**src/rtl/serial_addsub_ctrl.sv**
```systemverilog
// Nibble-serial add/subtract sequencer: one 4-bit slice per clock, LSB first,
// with the slice carry chained between nibbles and a start/busy/done handshake.
module serial_addsub_ctrl #(
    parameter int NIBBLES = 4
) (
    input  logic                 clk,
    input  logic                 rst,
    input  logic                 start,
    input  logic                 m,
    input  logic [4*NIBBLES-1:0] a,
    input  logic [4*NIBBLES-1:0] b,
    output logic                 busy,
    output logic                 done,
    output logic [4*NIBBLES-1:0] s,
    output logic                 cout,
    output logic                 ovf
);

    localparam int W  = 4 * NIBBLES;
    localparam int IW = $clog2(NIBBLES);

    typedef enum logic [1:0] {
        IDLE = 2'd0,
        RUN  = 2'd1,
        DONE = 2'd2
    } state_t;

    state_t         state;
    state_t         state_nxt;

    logic [W-1:0]   opa;
    logic [W-1:0]   opb;
    logic [W-5:0]   acc;
    logic           mode;
    logic           c;
    logic [IW-1:0]  idx;

    logic           accept;
    logic           last;
    logic [5:0]     slice;
    logic [3:0]     sum4;
    logic           c_next;
    logic           c_msb;
    logic [W-1:0]   shifted;

    // Returns {carry into bit 3, carry out, 4-bit sum}; the carry into bit 3
    // is what the final nibble needs for two's-complement overflow.
    function automatic logic [5:0] nibble_addsub(
        input logic [3:0] x,
        input logic [3:0] y,
        input logic       sub,
        input logic       cin
    );
        logic [3:0] yx;
        logic [3:0] lo;
        logic [4:0] full;
        yx   = y ^ {4{sub}};
        lo   = {1'b0, x[2:0]} + {1'b0, yx[2:0]} + {3'b000, cin};
        full = {1'b0, x} + {1'b0, yx} + {4'b0000, cin};
        return {lo[3], full};
    endfunction

    assign accept  = start && (state != RUN);
    assign last    = (idx == IW'(NIBBLES - 1));
    assign slice   = nibble_addsub(opa[3:0], opb[3:0], mode, c);
    assign sum4    = slice[3:0];
    assign c_next  = slice[4];
    assign c_msb   = slice[5];
    // New nibble enters from the top so the oldest nibble ends up lowest.
    assign shifted = {sum4, acc};

    assign busy = (state == RUN);
    assign done = (state == DONE);

    always_ff @(posedge clk) begin
        if (rst) begin
            state <= IDLE;
        end else begin
            state <= state_nxt;
        end
    end

    always_comb begin
        state_nxt = state;
        case (state)
            IDLE: begin
                if (accept) state_nxt = RUN;
            end
            RUN: begin
                if (last) state_nxt = DONE;
            end
            DONE: begin
                state_nxt = accept ? RUN : IDLE;
            end
            default: state_nxt = IDLE;
        endcase
    end

    always_ff @(posedge clk) begin
        if (rst) begin
            opa  <= '0;
            opb  <= '0;
            acc  <= '0;
            mode <= 1'b0;
            c    <= 1'b0;
            idx  <= '0;
            s    <= '0;
            cout <= 1'b0;
            ovf  <= 1'b0;
        end else if (accept) begin
            opa  <= a;
            opb  <= b;
            mode <= m;
            c    <= m;
            idx  <= '0;
        end else if (state == RUN) begin
            opa <= opa >> 4;
            opb <= opb >> 4;
            acc <= shifted[W-1:4];
            c   <= c_next;
            idx <= idx + 1'b1;
            // Only the final nibble publishes, so s never shows partial sums.
            if (last) begin
                s    <= shifted;
                cout <= c_next;
                ovf  <= c_msb ^ c_next;
            end
        end
    end

endmodule

```
**config.mk**
```make
export PLATFORM = sky130hd
export DESIGN_NAME = serial_addsub_ctrl
export DESIGN_NICKNAME = d
export VERILOG_FILES = /design/src/rtl/serial_addsub_ctrl.sv
export SDC_FILE = /design/constraint.sdc
export NUM_CORES = 1
export LEC_CHECK = 0
export CORE_AREA = 2 2 79 81
export DETAILED_ROUTE_END_ITERATION = 16
export DIE_AREA = 0 0 81 83
export GPL_TIMING_DRIVEN = 0
export PLACE_DENSITY = 0.76
export SYNTH_ARGS = -nofsm -noshare
export SYNTH_HDL_FRONTEND = slang
export SYNTH_SLANG_ARGS = --single-unit
```
**constraint.sdc**
```tcl
create_clock -name clk -period 3 [get_ports clk]
set_input_delay 0.45 -clock clk [delete_from_list [all_inputs] [get_ports clk]]
set_output_delay 0.45 -clock clk [all_outputs]
set_load 0.05 [all_outputs]
```
==> impl_metrics.tcl <==
set metrics [dict create \
    tightest_slew_ps 550 \
    grt_util_met2_pct 31.8 \
    finalClockSkew_ps 5.86 \
    final_cell_area_sq_mm 0.00368 \
    min_path_cells 2 \
    grt_pass1_wl_um 10200 \
    final_hold_viol_count 0 \
    gp_congestion 0.820 \
    finalSetupTns_ps 0 \
    p_per_area_mw_per_mm2 553 \
    slowest_delay_ps 830 \
    synthTopCellsByArea "dfxtp_1 48%, mux2i_1 12%, a211oi_1 7.1%" \
    slowest_stage "clkdlybuf4s50_1" \
    first_pass_iters 4 \
    grtUsageTotal_pct 19.5 \
    utilization_pct 63.3 \
    synth-compound-area-share_pct 13.8 \
    cts_sinks 68 \
    setup_viol 0 \
    slew_headroom_pct 63.3 \
    fmax_mhz 404 \
    post-route-drc-count 0 \
    grt_remaining_overflow 0 \
    r2r-start "mode" \
    critical_path.startpoint_type "flop" \
    die_w_um 81 \
    h-tree-depth 3 \
    yosys.area.top_type_share_pct 47.7 \
    switching_share_pct 25.5 \
    wire_per_inst_um 13.6 \
    synth_top_family_by_area "simple AND/OR/NAND/NOR gates" \
    hp-start "s[11]" \
    root_buffer "clkbuf_8" \
    fin_hold_ws_ps 453 \
    drive_above_1_share_pct 9.90 \
    synth_top_cell_by_area "dfxtp_1" \
    p_sw_w 0.000520 \
    synth_xor_area_share_pct 1.84 \
    clkTransAtPathRegs_ps 70 \
    finalWorstSetupSlack_ps 522 \
    ir_drop_mv 0.316 \
    period_share_pct 82.6 \
    ctsResizeCount 0 \
    syn-num-nets 357 \
    ys_warn_count 0 \
    place_ws_ps 616 \
    placed_cell_area_sq_mm 0.00348 \
    gr-usage-met3_pct 4.02 \
    synthMuxAreaShare_pct 11.6 \
    status "complete, no violations" \
    cts_setup_buffers 0 \
    r2r_cells 8 \
    cp-end-kind "primary output" \
    period_needed_ps 2480 \
    synth_fa_ha_area_share_pct 3.15 \
    power_frac_comb_pct 13.9 \
    die-area_sq_mm 0.00672 \
    synthToLayoutAreaGrowth_pct 29.0 \
    io_pins 56 \
    rsz0062_at_grt "false" \
    die_y_um 83 \
    drv_cap 0 \
    grt_max_degree 12 \
    worstPathCellList "nand2b_2 -> inv_4 -> buf_2 -> clkdlybuf4s50_1" \
    num_antenna_cells 0 \
    initialDrtViolationCount 81 \
    required_ps 2550 \
    cts_tree "done" \
    arrival_ps 2030 \
    synthSimpleGateAreaFrac_pct 16.6 \
    wl_um 6250 \
    hpwlAfterDp_um 4640 \
    cts_hold_buf 0 \
    hold_path.class "reg2reg" \
    antenna_found_initial 0 \
    ys_ff_latch 68 \
    avgViaCountPerCell 5.13 \
    placeableCoreArea_sq_mm 0.00582 \
    p_int_w 0.00152 \
    syn_inst 315 \
    grt_use_met1_pct 24.2 \
    syn_avg_cell_area_sq_um 9.07 \
    grt_pass1_vias 2277 \
    start_util_pct 49.1 \
    numCtsBuffers 9 \
    path_class "reg2out" \
    synth_cell_types 30 \
    slew_violations 0 \
    clkLatencyLatePin_ps 330 \
    numPortBuffers 53 \
    rrSetupSlack_ps 590 \
    seq_power_share_pct 48.4 \
    r2r-end "ovf" \
    ant_nets 0 \
    clockBufferDepth 2 \
    num_vias 2354 \
    path_max_fanout 10 \
    busiest_layer "met2" \
    nets 421 \
    hold_end "s[11]" \
    fp-row-count 28 \
    clockPowerShare_pct 37.7 \
    synth_seq_area_share_pct 47.7 \
    synthesis.area_sq_mm 0.00286 \
    cellLeakagePower_nw 1.47 \
]
[cells in the final DEF (no fill, tap or decap), types with 2 or more instances in the layout]
cell type        netlist  routed
a211oi_2               3       3
fa_1                   2       2
inv_1                  5       5
clkinv_2               0       2
buf_2                  5       5
buf_4                  7       7
nand2b_1               2       2
clkbuf_8               0      11
nor2_1                46      46
a211oi_1              27      27
dfxtp_1               68      68
xor2_1                 3       3
ha_1                   4       4
clkbuf_1              11      12
nand3_1                3       3
a21oi_1               28      28
nand3b_1               3       3
nand2_1               49      49
mux2i_1               33      33
clkdlybuf4s50_1        0      53
xnor2_1                3       3
nor2_2                 2       2
[state kept, by name, indices dropped and copies added (netlist names)]
signal / count
acc: 12
opa: 16
idx: 2
opb: 16
c: 1
mode: 1
state: 2
ovf: 1
s: 16
cout: 1
[per-layer routing]
metal / vias up / part of all wire [%] / wire length (um)
met5: - / 0 / 0
met4: 0 / 1.6 / 100
met3: 12 / 4.0 / 249
met2: 66 / 48 / 2990
met1: 1079 / 47 / 2910
li1: 1197 / - / -
[synth_stat cells, drive strengths merged]
library cell,count
a211oi,30
a21o,1
a21oi,28
and2,1
and3b,1
buf,13
clkbuf,11
dfxtp,68
fa,2
ha,4
inv,6
mux2i,33
nand2,49
nand2b,3
nand3,3
nand3b,3
nor2,48
nor2b,1
nor3,1
o21ai,1
or2,1
or3,1
xnor2,3
xor2,3
[kinds of logic (layout without fill, tap and decap cells)]
kind of cell / after synthesis / in the layout
muxes: 33 / 33
adders and majority gates: 6 / 6
DFF: 68 / 68
buffers and inverters: 30 / 99
and+or+nand+nor: 112 / 112
AOI/OAI and AO/OA: 60 / 60
xor gates and xnor gates: 6 / 6
[per-stage QoR]
| stage | std cells | total power, W |
|---|---|---|
| 3_3_place_gp | 443 | 0.00128 |
| 3_5_place_dp | 443 | 0.00129 |
| 6_report | 459 | 0.00204 |
| 5_1_grt | 459 | 0.00212 |
| 2_1_floorplan | 315 | 0.00119 |
| 4_1_cts | 459 | 0.00204 |
[power groups by stage]
stage                     Sequential (W)  Combinational, W  Clock (W)
after floorplan                 0.000996          0.000194          0
after global placement           0.00100          0.000277          0
after detailed placement         0.00101          0.000284          0
after CTS                       0.000986          0.000285   0.000771
after global routing            0.000991          0.000314   0.000814
final                           0.000985          0.000284   0.000767
[worst max path at each step]
stage / endpoint / cells after the start / slack (ps) / start
2_1_floorplan: ovf / 8 / 860 / mode
3_3_place_gp: ovf / 8 / 640 / mode
3_5_place_dp: ovf / 8 / 620 / mode
4_1_cts: busy / 4 / 510 / state[1]
5_1_grt: busy / 4 / 420 / state[1]
6_report: busy / 4 / 520 / state[1]
[critical path: cells and delay by family, from the launching register on]
| kind | cells | cell delay [ps] |
|---|---|---|
| buf+inv | 3 | 1160 |
| flops | 1 | 320 |
| simple gates | 1 | 220 |
[final cells by class]
cell class	count	area (sq um)
flip-flops and latches	68	1360
repair buffers	53	531
multi-input cells	217	1340
clock inverters	4	47.5
fillers	526	2130
plain buffers	24	130
well taps	75	93.8
inverters	6	25.0
clock buffers	12	155
Power figures use the tool's default switching activity.
